--- src/rtl/fifo_pkg.sv ---
// Shared FIFO constants and Gray-code helpers, used by both the write-side and read-side controllers.
package fifo_pkg;

  localparam int unsigned FIFO_ASIZE = 4;
  localparam int unsigned FIFO_DSIZE = 8;
  // Helpers work on a fixed wide word; callers zero-extend and slice to pointer width.
  localparam int unsigned FIFO_GW    = 32;

  function automatic logic [FIFO_GW-1:0] bin2gray(input logic [FIFO_GW-1:0] b);
    return (b >> 1) ^ b;
  endfunction

  function automatic logic [FIFO_GW-1:0] gray2bin(input logic [FIFO_GW-1:0] g);
    logic [FIFO_GW-1:0] b;
    b = '0;
    b[FIFO_GW-1] = g[FIFO_GW-1];
    for (int unsigned i = 2; i <= FIFO_GW; i++) begin
      b[FIFO_GW-i] = b[FIFO_GW-i+1] ^ g[FIFO_GW-i];
    end
    return b;
  endfunction

endpackage

--- src/rtl/sync_2ff.sv ---
// Two-flop synchronizer for multi-bit Gray pointers crossing into the local clock domain.
module sync_2ff #(
  parameter int unsigned WIDTH = 1
) (
  input  logic             clk,
  input  logic             rst,
  input  logic [WIDTH-1:0] d,
  output logic [WIDTH-1:0] q
);

  logic [WIDTH-1:0] stage1;

  always_ff @(posedge clk) begin
    if (rst) begin
      stage1 <= '0;
      q      <= '0;
    end else begin
      stage1 <= d;
      q      <= stage1;
    end
  end

endmodule

--- src/rtl/fifo_wr_ctrl.sv ---
// Write-side controller of an async FIFO: drives an external RAM, keeps the Gray write pointer
// and full/overflow flags. Optional almost_full output enabled by defining FIFO_ALMOST_FULL_EN.
module fifo_wr_ctrl
  import fifo_pkg::*;
#(
  parameter int unsigned ASIZE     = FIFO_ASIZE,
  parameter int unsigned DSIZE     = FIFO_DSIZE,
  parameter int unsigned AF_MARGIN = 2
) (
  input  logic             clk,
  input  logic             rst,
  input  logic             push,
  input  logic [DSIZE-1:0] push_data,
  input  logic [ASIZE:0]   rd_ptr_gray,
  output logic             wr_en,
  output logic [ASIZE-1:0] wr_addr,
  output logic [DSIZE-1:0] wr_data,
  output logic [ASIZE:0]   wr_ptr_gray,
  output logic             full,
`ifdef FIFO_ALMOST_FULL_EN
  output logic             almost_full,
`endif
  output logic             overflow
);

  logic [ASIZE:0]   rq2;
  logic [ASIZE:0]   wbin;
  logic [ASIZE:0]   wbin_next;
  logic [ASIZE:0]   wgray_next;
  logic [FIFO_GW-1:0] wgray_wide;
  logic             full_next;
  logic             unused_gray_hi;

  sync_2ff #(
    .WIDTH (ASIZE + 1)
  ) u_rd_sync (
    .clk (clk),
    .rst (rst),
    .d   (rd_ptr_gray),
    .q   (rq2)
  );

  assign wr_en   = push & ~full & ~rst;
  assign wr_addr = wbin[ASIZE-1:0];
  assign wr_data = push_data;

  assign wbin_next      = wbin + {{ASIZE{1'b0}}, wr_en};
  assign wgray_wide     = bin2gray(FIFO_GW'(wbin_next));
  assign wgray_next     = wgray_wide[ASIZE:0];
  assign unused_gray_hi = ^wgray_wide[FIFO_GW-1:ASIZE+1];

  // Full when the next write pointer laps the synced read pointer: Gray form flips the top two bits.
  assign full_next = (wgray_next == {~rq2[ASIZE:ASIZE-1], rq2[ASIZE-2:0]});

  always_ff @(posedge clk) begin
    if (rst) begin
      wbin        <= '0;
      wr_ptr_gray <= '0;
      full        <= 1'b0;
      overflow    <= 1'b0;
    end else begin
      wbin        <= wbin_next;
      wr_ptr_gray <= wgray_next;
      full        <= full_next;
      if (push && full) begin
        overflow <= 1'b1;
      end
    end
  end

`ifdef FIFO_ALMOST_FULL_EN
  localparam logic [ASIZE:0] AF_LEVEL = (ASIZE + 1)'((2 ** ASIZE) - AF_MARGIN);

  logic [FIFO_GW-1:0] rbin_wide;
  logic [ASIZE:0]     rbin_s;
  logic [ASIZE:0]     level_next;
  logic               unused_rbin_hi;

  assign rbin_wide      = gray2bin(FIFO_GW'(rq2));
  assign rbin_s         = rbin_wide[ASIZE:0];
  assign unused_rbin_hi = ^rbin_wide[FIFO_GW-1:ASIZE+1];
  assign level_next     = wbin_next - rbin_s;

  always_ff @(posedge clk) begin
    if (rst) begin
      almost_full <= 1'b0;
    end else begin
      almost_full <= (level_next >= AF_LEVEL);
    end
  end
`else
  localparam int unsigned UNUSED_AF_MARGIN = AF_MARGIN;
`endif

endmodule

--- config.mk ---
export PLATFORM = sky130hd
export DESIGN_NAME = fifo_wr_ctrl
export DESIGN_NICKNAME = d
export VERILOG_FILES = /design/src/rtl/fifo_pkg.sv /design/src/rtl/sync_2ff.sv /design/src/rtl/fifo_wr_ctrl.sv
export SDC_FILE = /design/constraint.sdc
export NUM_CORES = 1
export LEC_CHECK = 0
export ABC_AREA = 1
export CORE_MARGIN = 3
export CORE_UTILIZATION = 38
export CTS_CLUSTER_DIAMETER = 150
export DETAILED_ROUTE_END_ITERATION = 16
export GPL_ROUTABILITY_DRIVEN = 0
export PLACE_DENSITY = 0.71
export SLEW_MARGIN = 25
export SYNTH_ARGS = -nofsm -noshare
export SYNTH_HDL_FRONTEND = slang
export SYNTH_SLANG_ARGS = --single-unit
export TNS_END_PERCENT = 5
--- constraint.sdc ---
create_clock -name clk -period 1.5 [get_ports clk]
set_input_delay 0.225 -clock clk [delete_from_list [all_inputs] [get_ports clk]]
set_output_delay 0.225 -clock clk [all_outputs]
set_load 0.02 [all_outputs]
# [Word-level counts from Yosys, hierarchy flattened]
# Index checks and enable logic that the tools add are counted.
[word_totals] in_bits=16 regBits=22 out_inout_bits=20 elab_cells=15
[op_classes] bitwise_logic=6 n_eq_ne=1 add_sub_neg=1 n_reduce_logical=1
[op_table] operator="$add A5 B1 Y5" count=1
[op_table] operator="$eq A5 B5 Y1" count=1
[op_table] operator="$xor A4 B5 Y5" count=1
[op_table] operator="$and A1 B1 Y1" count=2
[op_table] operator="$not A1 Y1" count=2
[op_table] operator="$not A2 Y2" count=1
[op_table] operator="$logic_and A1 B1 Y1" count=1

# [Longest topological paths before layout]
[logic_depth] depth_word=6 mapped_depth=15 ltp_nobuf=15

# [Hierarchy]
# From an unflattened synthesis, not the netlist that was laid out.
[unflattened] hier_cells=125 hier_area_um2=930.9
[by_module_without_submodules] module="fifo_wr_ctrl" seq_area_each_um2=220.2 area_per_inst_um2=644.4 n_inst=1 cells_per_inst=94
[by_module_without_submodules] module="sync_2ff" seq_area_each_um2=200.2 area_per_inst_um2=286.5 n_inst=1 cells_per_inst=31

# [Least setup slack after synthesis]
# No wires, ideal clock.
[synth_timing] kind="reg-to-reg" start="register full" end="register full" period_less_slack_ns=1.943 arrival_time_ns=1.827 path_stages_with_launch=13 required_ns=1.383 setup_time_ns=0.117 n_path_buf=0 slack_ns=-0.443 cell_sequence="dfxtp_1 -> nor2_1 -> ha_1 -> ha_1 -> nand3_1 -> nand2_1 -> nand2_2 -> nand2_2 -> nand2_1 -> nand2_1 -> nand2_1 -> nand2_1 -> nor2_2"
[synth_between] elab_chain_cells=6
[synth_rtl] element="start: declaration" line="fifo_wr_ctrl.sv:19" rtl="output logic full,"
[synth_rtl] element="start signal: assignment" line="fifo_wr_ctrl.sv:64" rtl="full <= full_next;"
[synth_rtl] element="$not A1 Y1" line="fifo_wr_ctrl.sv:43" rtl="assign wr_en = push & ~full & ~rst;"
[synth_rtl] element="$and A1 B1 Y1 (2 in a row)" line="fifo_wr_ctrl.sv:43"
[synth_rtl] element="net wr_en" line="fifo_wr_ctrl.sv:15" rtl="output logic wr_en,"
[synth_rtl] element="$add A5 B1 Y5" line="fifo_wr_ctrl.sv:47" rtl="assign wbin_next = wbin + {{ASIZE{1'b0}}, wr_en};"
[synth_rtl] element="$xor A4 B5 Y5" line="fifo_pkg.sv:10" rtl="return (b >> 1) ^ b;"
[synth_rtl] element="$eq A5 B5 Y1" line="fifo_wr_ctrl.sv:53" rtl="assign full_next = (wgray_next == {~rq2[ASIZE:ASIZE-1], rq2[ASIZE-2:0]});"
# The timed path passes the listed nets, and every way through them passes these cells.
# A chain may end at the register's enable or synchronous reset.

# [Worst setup path in the final report]
[layout_timing] start="register full" end="register full"
[layout_between] elab_chain_cells=6
[layout_rtl] element="$not A1 Y1" line="fifo_wr_ctrl.sv:43"
[layout_rtl] element="$and A1 B1 Y1 (2 in a row)" line="fifo_wr_ctrl.sv:43"
[layout_rtl] element="$add A5 B1 Y5" line="fifo_wr_ctrl.sv:47"
[layout_rtl] element="net wbin_next[1]" line="fifo_wr_ctrl.sv:28" rtl="logic [ASIZE:0] wbin_next;"
[layout_rtl] element="$xor A4 B5 Y5" line="fifo_pkg.sv:10"
[layout_rtl] element="$eq A5 B5 Y1" line="fifo_wr_ctrl.sv:53"
# The timed path passes the listed nets, and every way through them passes these cells.

==> results.ini <==
[floorplanning]
core_um2=2250
fp-row-count=17
die-area_um2=3060
initial_core_util=0.411
ioPinCount=36
die_w_um=55.4
die_h_um=55.4

[drt]
finalWirelength_um=1930
firstDrtPassIters=4
drtAntennaViolNets=0
route.detailed.drc=0
vias_per_cell=4.58
drtIter0Drc=3
wl_per_cell_um=10.9
vias=810

[worst_setup_path]
cp.required_ps=1740
start_kind=flop
max_stage_delay_ps=380
arrival_ps=1770
cp_slowest_cell=dfxtp_4
crit_path_end_kind=flop
path_buf_inv=1
r2r_slack_ps=-30
cp_max_fo=3
path_cells=nor2_4, ha_4, ha_4, inv_4, nand2_4, nand3_2, nand2_1, nor2_1, nand3_1, nor2_1, nand2_1, nor2_2
crit_family=simple AND/OR/NAND/NOR gates
critical_path_class=reg2reg

[yosys]
avgSynthCellArea_um2=7.35
yosysWarnings=0
synth_cells=126
yosysTopAreaCell=dfxtp_1
synth-seq-cells=21
synth_cell_type_count=18
synth_top_area_share=0.454
ys_seq_area_frac=0.454
syn_area_um2=926
syn_nets=144
synth.area.top_cells=dfxtp_1, nand2_1, nor2_1

[cts]
clkLatencyLatePin_ps=290
cts_made_buffers=3
cts_htree_levels=1
tritoncts=done
cts.sinks=21
clk_path_buf_depth=2
clockRootBuffer=clkbuf_4
clkTransAtPathRegs_ps=110

[run]
max_cap_viol_count=0

[power_and_ir_drop]
power_density_nw_per_um2=798
p_leak_uw=0.000637
irDropWorstVdd_mv=0.589

[min_path]
hp-class=in2reg

[global_routing]
grt_max_degree=20
grt_usage=0.124
grt_pass1_vias=775
antenna_found_initial=0
grt_first_pass_wirelength_um=3060
grt_overflow_total=0

[timing]
rsz0062_at_grt=yes
worst_pin_slew_ps=251
min_period_ps=1530
worst_clock_skew_ps=0.875
fin_hold_ws_ps=337
setup_viol=1
relSlewSlack=0.832
setup_slack_ps=-27.1
final-max-slew-violation-count=0
final.period_utilization=1.02
hold_viol=0
max_freq_mhz=655

[placed_design]
portBuffers=19
place_inst=171
dp_slack_ps=-490
hpwlAfterDp_um=1480

[layout]
drive_gt1_frac=0.268
diodes=0
syn2layout_area_growth_pct=33.9
finalNonFillerCells=177
finalNetCount=168

[status]
status=finished, violations left
violations=negative setup slack

## state kept, by name (all words and copies together), names as in the netlist
name and flops:
wr_ptr_gray 5, full 1, wbin 4, u_rd_sync.q 5, u_rd_sync.stage1 5, overflow 1
## layout make-up
class	count	area [um^2]
fill	229	1010
tap	28	35.0
multi-input combinational	73	407
clock inverter	1	5.00
inverter	21	81.3
timing repair buffer	30	265
sequential	21	424
clock buffer	3	22.5
## metrics by stage
step / instance area, um^2 / power (uW) / TNS (ps) / utilization
2_1_floorplan: 970 / 703 / -47.0 / -
3_3_place_gp: 1180 / 731 / -1990 / 0.524
3_5_place_dp: 1180 / 737 / -2390 / 0.524
4_1_cts: 1200 / 996 / -46.8 / 0.532
5_1_grt: 1240 / 1040 / -164 / 0.550
6_report: 1240 / 990 / -27.1 / 0.550
## cells by family after synthesis
kind of cell | after synthesis | synth area share
adder cells (fa/ha/maj) | 2 | 0.0270
XOR/XNOR | 1 | 0.00946
flip-flops | 21 | 0.454
buffers and inverters | 32 | 0.172
AND/OR/NAND/NOR | 66 | 0.316
AO/OA/AOI/OAI | 4 | 0.0216
## synthesized netlist by cell type
| cell | count |
|---|---|
| and3_1 | 1 |
| ha_1 | 2 |
| nand4_1 | 4 |
| nand2_1 | 27 |
| nand3_2 | 1 |
| nand3_1 | 5 |
| buf_6 | 1 |
| dfxtp_1 | 21 |
| xnor2_1 | 1 |
| nor2_2 | 1 |
| inv_1 | 18 |
| nor2_1 | 20 |
| buf_2 | 1 |
| buf_4 | 8 |
| buf_1 | 1 |
| a21oi_1 | 4 |
| nand2_2 | 7 |
| inv_2 | 3 |
## cell usage in the layout (no fill, tap or decap), drive strengths merged
master and count:
inv 21, xnor2 1, nor2 21, clkbuf 3, nand4 4, buf 12
a21oi 4, dfxtp 21, ha 2, dlygate4sd2 8, dlymetal6s2s 2, nand2 34
clkinv 1, and3 1, nand3 6, clkdlybuf4s50 8
## path summary, 6_finish.rpt
| kind | from | endpoint | cells after the start |
|---|---|---|---|
| worst max-delay path | full | full | 12 |
| worst max register to register | full | full | 12 |
| worst min-delay path | push | overflow | 3 |
| worst min register to register | u_rd_sync.stage1[0] | u_rd_sync.q[0] | 2 |
## worst min-delay path, cell delays in order
cell and delay, ps:
dlygate4sd2_1 230, a21oi_1 70, nor2_1 80
## where the power goes
part | switching, uW | internal (uW)
registers | 9.33 | 576
clock network | 164 | 99.2
logic | 69.8 | 71.5
## timing repair
action | 4_1_cts | 5_1_grt
resized for setup | 11 | 7
setup endpoints to repair | 9 | 4
pin swaps | 1 | 5
buffers inserted | 0 | 2
hold buffers | 0 | 0
## metal layers
layer / track usage / part of all wire / vias to the layer above
met4: 0.0521 / 0.013 / 0
met3: 0.0397 / 0.069 / 2
met2: 0.255 / 0.55 / 22
met5: 0 / 0 / -
met1: 0.104 / 0.36 / 370
li1: - / - / 416
Power figures use the tool's default switching activity.
